$ cat src/rtl/phase_ctrl_pkg.sv
// rtl/phase_ctrl_pkg.sv - shared state type and activation timeout for the phase scheduler
package phase_ctrl_pkg;

    typedef enum logic [2:0] {
        IDLE,
        SELECT,
        LAUNCH,
        WAIT_ACT,
        RUN,
        GAP,
        DONE
    } sched_state_e;

    // Cycles a launched channel has to raise its active flag before it is flagged and skipped.
    localparam int ACT_TIMEOUT = 8;
    localparam int ACT_CNT_W   = $clog2(ACT_TIMEOUT);

endpackage

$ cat src/rtl/phase_sched_pick.sv
// rtl/phase_sched_pick.sv - combinational lowest-index masked channel at or above a pointer
// Ports:
//   mask_i  : channels eligible in the current pass
//   ptr_i   : first channel index that may be picked (NUM_CH means past the end)
//   found_o : a channel was found
//   idx_o   : index of the picked channel (0 when none)
module phase_sched_pick #(
    parameter int NUM_CH = 4,
    parameter int IDX_W  = $clog2(NUM_CH),
    parameter int PTR_W  = $clog2(NUM_CH) + 1
) (
    input  logic [NUM_CH-1:0] mask_i,
    input  logic [PTR_W-1:0]  ptr_i,
    output logic              found_o,
    output logic [IDX_W-1:0]  idx_o
);

    // Scan downwards so the last hit written is the lowest eligible index.
    always_comb begin
        found_o = 1'b0;
        idx_o   = '0;
        for (int i = NUM_CH - 1; i >= 0; i--) begin
            if (mask_i[i] && (PTR_W'(i) >= ptr_i)) begin
                found_o = 1'b1;
                idx_o   = IDX_W'(i);
            end
        end
    end

endmodule

$ cat src/rtl/phase_ctrl_sched.sv
// rtl/phase_ctrl_sched.sv - sequences phase channels one at a time over repeated passes
// Ports:
//   axi_clk, axi_rstn      : clock, synchronous active-low reset
//   sched_en_i             : enable; low aborts a running schedule
//   sched_start_i          : start pulse (captures mask, rep, gap)
//   sched_abort_i          : abort request
//   sched_ch_mask_i        : channels visited in each pass
//   sched_rep_i            : pass count, 0 = continuous
//   sched_gap_i            : idle cycles between channel runs
//   ch_active_i            : per-channel active flag from the phase FSMs
//   ch_fsm_end_i           : per-channel end pulse from the phase FSMs
//   ch_en_o                : channel enables, one-hot or zero
//   sched_cur_ch_o         : current channel index
//   sched_rep_cnt_o        : completed passes (saturating)
//   sched_busy_o           : scheduler not idle
//   sched_done_o           : one-cycle completion pulse
//   sched_aborted_o        : last run was aborted (sticky)
//   sched_err_o            : per-channel activation timeout (sticky)
module phase_ctrl_sched
    import phase_ctrl_pkg::*;
#(
    parameter int NUM_CH    = 4,
    parameter int GAP_WIDTH = 16
) (
    input  logic                      axi_clk,
    input  logic                      axi_rstn,
    input  logic                      sched_en_i,
    input  logic                      sched_start_i,
    input  logic                      sched_abort_i,
    input  logic [NUM_CH-1:0]         sched_ch_mask_i,
    input  logic [7:0]                sched_rep_i,
    input  logic [GAP_WIDTH-1:0]      sched_gap_i,
    input  logic [NUM_CH-1:0]         ch_active_i,
    input  logic [NUM_CH-1:0]         ch_fsm_end_i,
    output logic [NUM_CH-1:0]         ch_en_o,
    output logic [$clog2(NUM_CH)-1:0] sched_cur_ch_o,
    output logic [7:0]                sched_rep_cnt_o,
    output logic                      sched_busy_o,
    output logic                      sched_done_o,
    output logic                      sched_aborted_o,
    output logic [NUM_CH-1:0]         sched_err_o
);

    localparam int IDX_W = $clog2(NUM_CH);
    localparam int PTR_W = IDX_W + 1;

    sched_state_e           state_q, state_d;
    logic [NUM_CH-1:0]      mask_q, mask_d;
    logic [7:0]             rep_q, rep_d;
    logic [GAP_WIDTH-1:0]   gap_q, gap_d;
    logic [PTR_W-1:0]       ptr_q, ptr_d;
    logic [IDX_W-1:0]       cur_q, cur_d;
    logic [7:0]             rep_cnt_q, rep_cnt_d;
    logic [ACT_CNT_W-1:0]   act_cnt_q, act_cnt_d;
    logic [GAP_WIDTH-1:0]   gap_cnt_q, gap_cnt_d;
    logic [NUM_CH-1:0]      ch_en_q, ch_en_d;
    logic                   busy_q, busy_d;
    logic                   done_q, done_d;
    logic                   aborted_q, aborted_d;
    logic [NUM_CH-1:0]      err_q, err_d;

    logic                   pick_found, wrap_found;
    logic [IDX_W-1:0]       pick_idx, wrap_idx;
    logic                   abort_req;
    logic                   more_passes;
    logic [GAP_WIDTH-1:0]   gap_load;
    logic [PTR_W-1:0]       ptr_next_ch;
    logic [NUM_CH-1:0]      cur_onehot;

    phase_sched_pick #(.NUM_CH(NUM_CH)) u_pick_ptr (
        .mask_i  (mask_q),
        .ptr_i   (ptr_q),
        .found_o (pick_found),
        .idx_o   (pick_idx)
    );

    // Second picker from channel 0 lets SELECT wrap into the next pass in the same cycle.
    phase_sched_pick #(.NUM_CH(NUM_CH)) u_pick_wrap (
        .mask_i  (mask_q),
        .ptr_i   ('0),
        .found_o (wrap_found),
        .idx_o   (wrap_idx)
    );

    assign abort_req   = sched_abort_i || !sched_en_i;
    assign more_passes = (rep_q == 8'd0) || (({1'b0, rep_cnt_q} + 9'd1) < {1'b0, rep_q});
    // GAP lasts max(gap,1) cycles: counter counts down to zero inclusive.
    assign gap_load    = (gap_q == '0) ? '0 : gap_q - GAP_WIDTH'(1);
    assign ptr_next_ch = PTR_W'(cur_q) + PTR_W'(1);
    assign cur_onehot  = NUM_CH'(1) << cur_q;

    always_comb begin
        state_d   = state_q;
        mask_d    = mask_q;
        rep_d     = rep_q;
        gap_d     = gap_q;
        ptr_d     = ptr_q;
        cur_d     = cur_q;
        rep_cnt_d = rep_cnt_q;
        act_cnt_d = act_cnt_q;
        gap_cnt_d = gap_cnt_q;
        ch_en_d   = ch_en_q;
        aborted_d = aborted_q;
        err_d     = err_q;

        if (state_q != IDLE && state_q != DONE && abort_req) begin
            ch_en_d   = '0;
            aborted_d = 1'b1;
            state_d   = DONE;
        end else begin
            case (state_q)
                IDLE: begin
                    if (sched_en_i && !sched_abort_i && sched_start_i && (sched_ch_mask_i != '0)) begin
                        mask_d    = sched_ch_mask_i;
                        rep_d     = sched_rep_i;
                        gap_d     = sched_gap_i;
                        rep_cnt_d = 8'd0;
                        aborted_d = 1'b0;
                        err_d     = '0;
                        ptr_d     = '0;
                        state_d   = SELECT;
                    end
                end
                SELECT: begin
                    if (pick_found) begin
                        cur_d   = pick_idx;
                        state_d = LAUNCH;
                    end else begin
                        if (rep_cnt_q != 8'hFF) begin
                            rep_cnt_d = rep_cnt_q + 8'd1;
                        end
                        if (more_passes && wrap_found) begin
                            ptr_d   = '0;
                            cur_d   = wrap_idx;
                            state_d = LAUNCH;
                        end else begin
                            state_d = DONE;
                        end
                    end
                end
                LAUNCH: begin
                    ch_en_d   = cur_onehot;
                    act_cnt_d = '0;
                    state_d   = WAIT_ACT;
                end
                WAIT_ACT: begin
                    if (ch_active_i[cur_q]) begin
                        state_d = RUN;
                    end else if (act_cnt_q == ACT_CNT_W'(ACT_TIMEOUT - 1)) begin
                        err_d[cur_q] = 1'b1;
                        ch_en_d      = '0;
                        ptr_d        = ptr_next_ch;
                        gap_cnt_d    = gap_load;
                        state_d      = GAP;
                    end else begin
                        act_cnt_d = act_cnt_q + ACT_CNT_W'(1);
                    end
                end
                RUN: begin
                    if (ch_fsm_end_i[cur_q] || !ch_active_i[cur_q]) begin
                        ch_en_d   = '0;
                        ptr_d     = ptr_next_ch;
                        gap_cnt_d = gap_load;
                        state_d   = GAP;
                    end
                end
                GAP: begin
                    if (gap_cnt_q == '0) begin
                        state_d = SELECT;
                    end else begin
                        gap_cnt_d = gap_cnt_q - GAP_WIDTH'(1);
                    end
                end
                DONE: begin
                    state_d = IDLE;
                end
                default: begin
                    ch_en_d = '0;
                    state_d = IDLE;
                end
            endcase
        end

        // Status outputs are registered copies of where the FSM is heading.
        busy_d = (state_d != IDLE);
        done_d = (state_d == DONE);
    end

    always_ff @(posedge axi_clk) begin
        if (!axi_rstn) begin
            state_q   <= IDLE;
            mask_q    <= '0;
            rep_q     <= '0;
            gap_q     <= '0;
            ptr_q     <= '0;
            cur_q     <= '0;
            rep_cnt_q <= '0;
            act_cnt_q <= '0;
            gap_cnt_q <= '0;
            ch_en_q   <= '0;
            busy_q    <= 1'b0;
            done_q    <= 1'b0;
            aborted_q <= 1'b0;
            err_q     <= '0;
        end else begin
            state_q   <= state_d;
            mask_q    <= mask_d;
            rep_q     <= rep_d;
            gap_q     <= gap_d;
            ptr_q     <= ptr_d;
            cur_q     <= cur_d;
            rep_cnt_q <= rep_cnt_d;
            act_cnt_q <= act_cnt_d;
            gap_cnt_q <= gap_cnt_d;
            ch_en_q   <= ch_en_d;
            busy_q    <= busy_d;
            done_q    <= done_d;
            aborted_q <= aborted_d;
            err_q     <= err_d;
        end
    end

    assign ch_en_o         = ch_en_q;
    assign sched_cur_ch_o  = cur_q;
    assign sched_rep_cnt_o = rep_cnt_q;
    assign sched_busy_o    = busy_q;
    assign sched_done_o    = done_q;
    assign sched_aborted_o = aborted_q;
    assign sched_err_o     = err_q;

endmodule

$ cat config.mk
export PLATFORM = sky130hd
export DESIGN_NAME = phase_ctrl_sched
export DESIGN_NICKNAME = d
export VERILOG_FILES = /design/src/rtl/phase_ctrl_pkg.sv /design/src/rtl/phase_sched_pick.sv /design/src/rtl/phase_ctrl_sched.sv
export SDC_FILE = /design/constraint.sdc
export NUM_CORES = 1
export LEC_CHECK = 0
export ABC_AREA = 0
export CAP_MARGIN = 20
export CORE_MARGIN = 2
export CORE_UTILIZATION = 50
export DETAILED_ROUTE_END_ITERATION = 7
export PLACE_DENSITY = 0.82
export SLEW_MARGIN = 20
export SYNTH_ARGS = -nofsm -noshare
export SYNTH_HDL_FRONTEND = slang
export SYNTH_HIERARCHICAL = 1
export SYNTH_SLANG_ARGS = --single-unit
$ cat constraint.sdc
create_clock -name axi_clk -period 3.4 [get_ports axi_clk]
set_input_delay 0.68 -clock axi_clk [delete_from_list [all_inputs] [get_ports axi_clk]]
set_output_delay 0.68 -clock axi_clk [all_outputs]
set_load 0.01 [all_outputs]
==> qor.txt <==
Post-CTS Setup Bufs - 0
Max stage delay on crit path - 0.46 ns
htree depth - 3
register area share after synthesis - 35.1%
hold_ws - 0.463 ns
CP Capture Type - flop
Buf/Inv on CP - 0
share of cells above drive strength 1 - 4.26%
pin count of the biggest net entering global routing - 30
DR vias - 4,188
routed wire length - 10.1 mm
maximum VDD drop - 0.233 mV
CTS sink cnt - 74
DRC Markers - 0
slowest stage cell, crit path - nor4b_1
highest clock rate - 341 MHz
Power Density - 494 mW/mm^2
register clock-pin slew on the reported worst setup and hold paths - 0.07 ns
Final Core Density - 62.1%
most common cell after layout, fill and taps aside - nand2_1
Post-synth EDFFs - 0
CTS resizes - 0
Synth Register Bits - 74
Die X - 95.9 um
commonest cells after routing, fill and taps aside - nand2_1 (90), dfxtp_1 (74), clkdlybuf4s50_1 (61)
first-pass GRT wire length - 16.8 mm
CP Max Fanout - 5
final setup fails - 0
GRT Overall Usage - 22.9%
worst hold path startpoint - rep_q[6]
Ports - 62
Root Buffer - clkbuf_8
Post-DRT Antenna Nets - 0
cells after synthesis - 548
Pins Over Slew Limit - 0
grt ovf - 0
vias in the first global route - 3,755
CP startpoint - sched_rep_cnt_o[0]
Crit path max-delay family - simple AND/OR/NAND/NOR gates
CTS tree - built
worst slew pin tran - 0.730 ns
row count - 33
Setup CP Type - flop to flop
Critical Path AT - 3.15 ns
Worst slew margin - 50.9%
max_cap viols - 0
Clock Skew - 0.00559 ns
die area - 0.00920 mm^2
critical-path cell list - ha_1 > nand2_1 > nor2_1 > xor2_1 > ha_1 > a21oi_1 > o22ai_1 > nor4b_1 > a211oi_1 > a211oi_1 > nor4b_1
port bufs - 61
Placed Cells - 701
dpl hpwl - 7.40 mm
cts bufs inserted - 9
Longest Clk Path Bufs - 2
status - finished, final reports clean
PnR Total Power - 2520 uW
die height - 95.9 um
RSZ-0062 raised after global routing - no
drt wl/cell - 14.2 um
startpoint types - flop
antenna fix cells - 0
Setup TNS - 0 ns
Critical Path RT - 3.62 ns
initial antenna violation count - 0
first-iteration detailed-routing DRC count - 265
ys async rst share - 0%
YS warnings - 6
cts hold-fix bufs - 0
Worst-Skew Late Latency - 0.34 ns
core footprint - 0.00822 mm^2
Top FF cell, synth - dfxtp_1
Tcrit/Tclk final - 86.1%
DR pass1 iterations - 6
Placer Congestion - 0.877
Static Leakage - 0.00192 uW
synthesized area - 0.00422 mm^2
synth unique cells - 60
Initial Util - 51.4%
Hold Crit Class - flop to flop
RR Startpoint - sched_rep_cnt_o[0]
non-filler cells, final - 715
synth-to-layout area growth - 20.8%
Final nets - 664
post-layout min period - 2.93 ns
syn avg cell area - 7.71 um^2
Vias/cell - 5.86
Final Hold Fails - 0
[power by group]
group	internal (uW)	switching (uW)
clock	279	298
combinational	387	538
sequential	936	81.1
[metrics by stage]
stage	setup slack (ns)	instance area, um^2
finish	0.471	5100
global route	0.206	5100
detailed placement	0.331	4950
CTS	0.504	5100
global placement	0.411	4950
floorplan	0.830	4250
[registers in the layout, indices dropped and copies added (netlist names)]
signal           flops
mask_q               4
state_q              3
sched_cur_ch_o       2
sched_rep_cnt_o      8
sched_busy_o         1
gap_q               16
ptr_q                3
sched_done_o         1
ch_en_o              4
act_cnt_q            3
rep_q                8
gap_cnt_q           16
sched_aborted_o      1
sched_err_o          4
[logic make-up (layout without fill, tap and decap cells)]
| group | count (synthesis) | count (layout) | synth area share [%] |
|---|---|---|---|
| AND/OR/NAND/NOR | 224 | 224 | 25.5 |
| adder cells (fa/ha/maj) | 16 | 16 | 4.74 |
| multiplexers | 13 | 13 | 3.41 |
| buffers and inverters | 53 | 108 | 4.95 |
| AO/OA/AOI/OAI | 151 | 151 | 23.0 |
| flip-flops | 74 | 74 | 35.1 |
| XOR/XNOR | 16 | 16 | 3.32 |
| other | 1 | 8 | 0.0888 |
[area by class of cell]
class | count | area (um^2)
Fill cell | 731 | 3110
Multi-Input combinational cell | 428 | 2560
Sequential cell | 74 | 1480
Timing Repair Buffer | 71 | 686
Clock buffer | 14 | 153
Tap cell | 105 | 131
Inverter | 23 | 86.3
[routing by layer]
layer | GRT usage [%] | share of wire [%]
met1 | 31.1 | 47
met2 | 37.6 | 46
met3 | 2.90 | 5.8
met4 | 7.86 | 1.4
met5 | 0 | 0
[synthesized netlist by cell type, types with 9 or more instances]
cell type / n / area [um^2]
a211oi_1: 10 / 75.1
a21oi_1: 56 / 280
a22oi_1: 9 / 67.6
clkbuf_1: 23 / 86.3
dfxtp_1: 74 / 1480
ha_1: 16 / 200
inv_1: 22 / 82.6
mux2i_1: 11 / 110
nand2_1: 90 / 338
nand3_1: 14 / 70.1
nor2_1: 47 / 176
nor3_1: 16 / 80.1
o21ai_0: 17 / 85.1
o21ai_1: 10 / 50.1
xnor2_1: 9 / 78.8
[final timing paths]
| kind | to | slack [ns] | depth (start not counted) |
|---|---|---|---|
| worst min-delay path | rep_q[6] | 0.46 | 2 |
| worst max-delay path | sched_done_o | 0.47 | 11 |
| worst max register to register | sched_done_o | 0.47 | 11 |
| worst min register to register | rep_q[6] | 0.46 | 2 |
[worst min-delay path: stages, from the launching register on]
cell and delay, ns:
dfxtp_1 0.31, nand2_1 0.05, a21oi_1 0.05
Power figures use the tool's default switching activity.
